**src/rtl/iram_arbiter.sv**
```systemverilog
`default_nettype none
// ============================================================================
// Module      : iram_arbiter
// Description : Three-state fetch arbiter that shares one synchronous IRAM
//               among NCORES cores. The default policy is round-robin. Define
//               IARB_FIXED_PRIO_EN to make the lowest-index core always win.
// Revision    : 1.0 - initial release
// ============================================================================
module iram_arbiter #(
    parameter int NCORES = 2,
    parameter int AW     = 8,
    parameter int DW     = 8
) (
    input  logic                 CLK,
    input  logic                 rst_n,
    input  logic [NCORES-1:0]    req,
    input  logic [NCORES*AW-1:0] Address,
    input  logic [DW-1:0]        RAMq,
    output logic [AW-1:0]        RAMAddress,
    output logic [NCORES-1:0]    acq,
    output logic [NCORES*DW-1:0] Dq,
    output logic [NCORES-1:0]    dvalid,
    output logic                 busy
);

    localparam int C_PW = (NCORES > 1) ? $clog2(NCORES) : 1;

    typedef enum logic [1:0] {
        ST_IDLE = 2'd0,
        ST_ADDR = 2'd1,
        ST_DATA = 2'd2
    } state_t;

    state_t            r_state;
    logic [C_PW-1:0]   r_ptr;
    logic [C_PW-1:0]   r_win;
    logic [NCORES-1:0] r_acq;
    logic [NCORES-1:0] r_dvalid;
    logic [DW-1:0]     r_dq [NCORES];

    logic [NCORES-1:0] w_req;
    logic [AW-1:0]     w_addr [NCORES];
    logic [C_PW-1:0]   w_win;
    logic [NCORES-1:0] w_grant;
    logic [C_PW-1:0]   w_ptr_nxt;

    // Internal vectors are core-indexed; the ports put core 0 in the top slice.
    for (genvar i = 0; i < NCORES; i++) begin : g_pack
        assign w_req[i]                      = req[NCORES-1-i];
        assign w_addr[i]                     = Address[(NCORES-1-i)*AW +: AW];
        assign Dq[(NCORES-1-i)*DW +: DW]     = r_dq[i];
        assign acq[NCORES-1-i]               = r_acq[i];
        assign dvalid[NCORES-1-i]            = r_dvalid[i];
    end

`ifdef IARB_FIXED_PRIO_EN
    always_comb begin
        w_win = '0;
        for (int i = NCORES - 1; i >= 0; i--) begin
            if (w_req[i]) w_win = C_PW'(i);
        end
    end
`else
    logic [C_PW-1:0] w_win_lo;
    logic [C_PW-1:0] w_win_hi;
    logic            w_hi_found;

    // Lowest requester at or above ptr, else lowest overall (the wrap case).
    always_comb begin
        w_win_lo   = '0;
        w_win_hi   = '0;
        w_hi_found = 1'b0;
        for (int i = NCORES - 1; i >= 0; i--) begin
            if (w_req[i]) begin
                w_win_lo = C_PW'(i);
                if (C_PW'(i) >= r_ptr) begin
                    w_win_hi   = C_PW'(i);
                    w_hi_found = 1'b1;
                end
            end
        end
        w_win = w_hi_found ? w_win_hi : w_win_lo;
    end
`endif

    always_comb begin
        w_grant = '0;
        for (int i = 0; i < NCORES; i++) begin
            w_grant[i] = (C_PW'(i) == w_win);
        end
    end

    assign w_ptr_nxt = (r_win == C_PW'(NCORES - 1)) ? '0 : r_win + C_PW'(1);
    assign busy      = (r_state != ST_IDLE);

    always_ff @(posedge CLK) begin
        if (!rst_n) begin
            r_state    <= ST_IDLE;
            r_ptr      <= '0;
            r_win      <= '0;
            r_acq      <= '0;
            r_dvalid   <= '0;
            RAMAddress <= '0;
            for (int i = 0; i < NCORES; i++) begin
                r_dq[i] <= '0;
            end
        end else begin
            r_dvalid <= '0;
            case (r_state)
                ST_IDLE: begin
                    if (|w_req) begin
                        RAMAddress <= w_addr[w_win];
                        r_acq      <= w_grant;
                        r_win      <= w_win;
                        r_state    <= ST_ADDR;
                    end
                end
                ST_ADDR: begin
                    r_state <= ST_DATA;
                end
                ST_DATA: begin
                    // r_acq is already one-hot on the winner, so it doubles as the pulse.
                    r_dq[r_win] <= RAMq;
                    r_dvalid    <= r_acq;
                    r_acq       <= '0;
`ifdef IARB_FIXED_PRIO_EN
                    r_ptr       <= '0;
`else
                    r_ptr       <= w_ptr_nxt;
`endif
                    r_state     <= ST_IDLE;
                end
                default: begin
                    r_state <= ST_IDLE;
                end
            endcase
        end
    end

endmodule
`default_nettype wire

```
**config.mk**
```make
export PLATFORM = sky130hd
export DESIGN_NAME = iram_arbiter
export DESIGN_NICKNAME = d
export VERILOG_FILES = /design/src/rtl/iram_arbiter.sv
export SDC_FILE = /design/constraint.sdc
export NUM_CORES = 1
export LEC_CHECK = 0
export ABC_AREA = 0
export CAP_MARGIN = 5
export CORE_UTILIZATION = 41
export DETAILED_ROUTE_END_ITERATION = 7
export PLACE_DENSITY = 0.78
export SETUP_SLACK_MARGIN = 0.4
export SYNTH_ARGS = -nofsm -noshare
export SYNTH_HDL_FRONTEND = slang
export SYNTH_SLANG_ARGS = --single-unit
```
**constraint.sdc**
```tcl
create_clock -name CLK -period 1.76 [get_ports CLK]
set_input_delay 0.264 -clock CLK [delete_from_list [all_inputs] [get_ports CLK]]
set_output_delay 0.264 -clock CLK [all_outputs]
set_load 0.05 [all_outputs]
```
==> flow_summary.ini <==
[timing]
clock_skew_ns = 0.0124
worst_pin_slew_ns = 0.390
fin_crit_ns = 1.31
setup_viol = 0
fmax_ghz = 0.762
worst_slack_ns = 0.448
hold_viol = 0
fin_crit_sh_pct = 74.6
rsz0062_at_grt = false
fin_tns_setup_ns = 0
drv_slew = 0
max-slew-margin-rel_pct = 74.0

[worst_hold_path]
min_path_cells = 1
min_to = r_state[1]
hp-start = r_state[1]
hp-class = flip-flop to flip-flop

[route]
ant_nets = 0
drt_iter0_markers = 57
vias_per_cell = 5.27
route.met2.wl_mm = 1.55
drc = 0
drt-wirelength-per-cell_um = 13.9
drt_pass1_iterations = 4
wl_met1_mm = 1.20
wl_met3_um = 361
vias = 1211
top_layer_used = met4
drt-total-wl_mm = 3.20

[layout]
final_util_pct = 66.9
num-fill-cells = 240
antennaDiodeCount = 0
drive_above_1_share_pct = 31.2
finish.net_count = 213
syn_to_final_growth_pct = 54.6
postLayoutCellArea_sq_mm = 0.00206

[worst_setup_path]
critPathMaxFanout = 4
reg2regPathDepth = 3
crit_path_end_kind = primary output
cp.arrival_ns = 1.05
crit_type = flip-flop to primary output
required_ns = 1.50
rr_startpoint = r_state[1]
cpPeakStageDelay_ns = 0.37
crit_start = r_state[1]
worstSetupStartpointType = flip-flop
r2r_end = r_dq[1][0]
crit_chain = nor2_4 -> inv_4 -> buf_12
cp_slowest_cell = dfxtp_4
rrSetupSlack_ns = 0.45

[placement]
dpl_cell_area_sq_mm = 0.00195
gp_congestion = 0.846
dp_hpwl_mm = 2.22
dpl_worst_slack_ns = 0.0839
port-buffer-count = 56

[die]
die-area_sq_mm = 0.00348
io_pins = 57
dieHeight_um = 59.0
start_util_pct = 43.3
fp.dieW_um = 59.0
coreArea_sq_mm = 0.00308
rows = 20

[yosys]
synth_async_sr_flop_share_pct = 0
syn_nets = 145
ys_top_cells_by_count = 16 x and2_1, 16 x dfxtp_1, 16 x edfxtp_1, 14 x nand4_1, 10 x o21ai_1
synth_seq_cells = 32
yosysTopAreaCellShare_pct = 36.1
synth-edff-count = 16
synth_area_sq_mm = 0.00133
yosys.area.top_type = edfxtp_1
synthTopCellsByArea = edfxtp_1 36%, dfxtp_1 24%, and2_1 7.5%
yosysSeqAreaShare_pct = 60.1
synth_cell_types = 27
postSynthCellCount = 117
ys.flop_type = edfxtp_1
synth_area_per_cell_sq_um = 11.4
synth-warning-count = 0

[grt]
grtUsageTotal_pct = 19.8
grt_max_degree = 16
grt-ovfl-total = 0
first_global_vias = 1067
grt_first_pass_wirelength_mm = 4.86
antenna_found_initial = 0

[clocking]
cts_buffers = 5
root_buffer = clkbuf_4
clock_latency_ns = 0.33
cts_buffer_depth = 2
path_clk_slew_ns = 0.10
cts_tree = yes
cts_max_level = 2
cts.sinks = 32
cts-hold-fix-buffers = 0

[pwr]
p_leak_nw = 0.803
ir_worst_vdd_mv = 0.525
p_per_area_mw_per_mm2 = 808

[flow_run]
drv_cap = 0

[run_status]
status = complete, no violations
[critical path, delay by kind of cell, from the launching register on]
kind	cells	cell delay, ns
DFF	1	0.37
and+or+nand+nor	1	0.14
buffers and inverters	2	0.20
[report_power, final]
group	internal (mW)	switching, mW	total, mW
Clock	0.153	0.230	0.383
Sequential	0.824	0.0227	0.847
Combinational	0.172	0.262	0.434
[cell type report]
type | instances | area, sq um | area share [%]
multi-input cells | 74 | 494 | 24.0
repair buffers | 69 | 639 | 31.0
inverters | 3 | 13.8 | 0.668
clock inverters | 1 | 3.75 | 0.182
well taps | 44 | 55.1 | 2.67
clock buffers | 7 | 45.0 | 2.19
flip-flops and latches | 32 | 808 | 39.2
[repair_timing]
item,CTS,global route
pin swaps,1,2
gates cloned,0,0
gates resized for setup,80,13
setup endpoints to repair,40,23
buffers inserted,2,5
[through the flow]
| stage | cells | hold slack (ns) | total power [mW] |
|---|---|---|---|
| floorplan | 117 | 0.395 | 1.12 |
| global placement | 215 | 0.480 | 1.29 |
| detailed placement | 215 | 0.490 | 1.29 |
| CTS | 225 | 0.462 | 1.69 |
| global route | 230 | 0.486 | 1.74 |
| finish | 230 | 0.462 | 1.66 |
[sequential cells by signal, summed over array words and instances, names as in the netlist]
| signal | flops |
|---|---|
| r_win | 1 |
| r_acq | 2 |
| r_ptr | 1 |
| r_state | 2 |
| r_dq | 16 |
| RAMAddress | 8 |
| r_dvalid | 2 |
[metal layers]
metal,global-route usage (%),vias to the layer above
met4,10.2,0
met2,34.3,85
met3,7.21,12
met1,21.1,550
met5,0,-
li1,-,564
[logic make-up (layout without fill, tap and decap cells)]
kind of cell           Yosys count  after routing  share of synthesized area (%)
flip-flops                      32             32                           60.1
multiplexers                     1              1                          0.751
AO/OA/AOI/OAI                   24             24                           10.9
AND/OR/NAND/NOR                 49             49                           23.6
buffers and inverters           11             80                           4.69
[cell usage in the layout, fill, tap and decap left out, types with 3 or more instances in the layout]
cell             synthesis  layout
buf_4                    0      18
edfxtp_1                16      16
and2_1                  16      16
clkdlybuf4s50_1          0      27
o21ai_1                 10      10
clkbuf_4                 0       5
clkdlybuf4s15_2          0      15
a31oi_1                  7       7
and3_1                   5       3
nor2_1                   3       3
dfxtp_1                 16      14
nand4_1                 14      14
buf_2                    5       7
[how the worst max path moves through the flow]
stage	slack (ns)	cells after the start	endpoint
4_1_cts	0.40	1	Dq[12]
6_report	0.45	3	busy
5_1_grt	0.40	3	r_dq[1][0]
3_3_place_gp	0.17	4	RAMAddress[0]
2_1_floorplan	0.42	4	r_dq[0][0]
3_5_place_dp	0.08	3	r_dq[0][5]
Note: power is estimated with default switching activity, not from simulation.
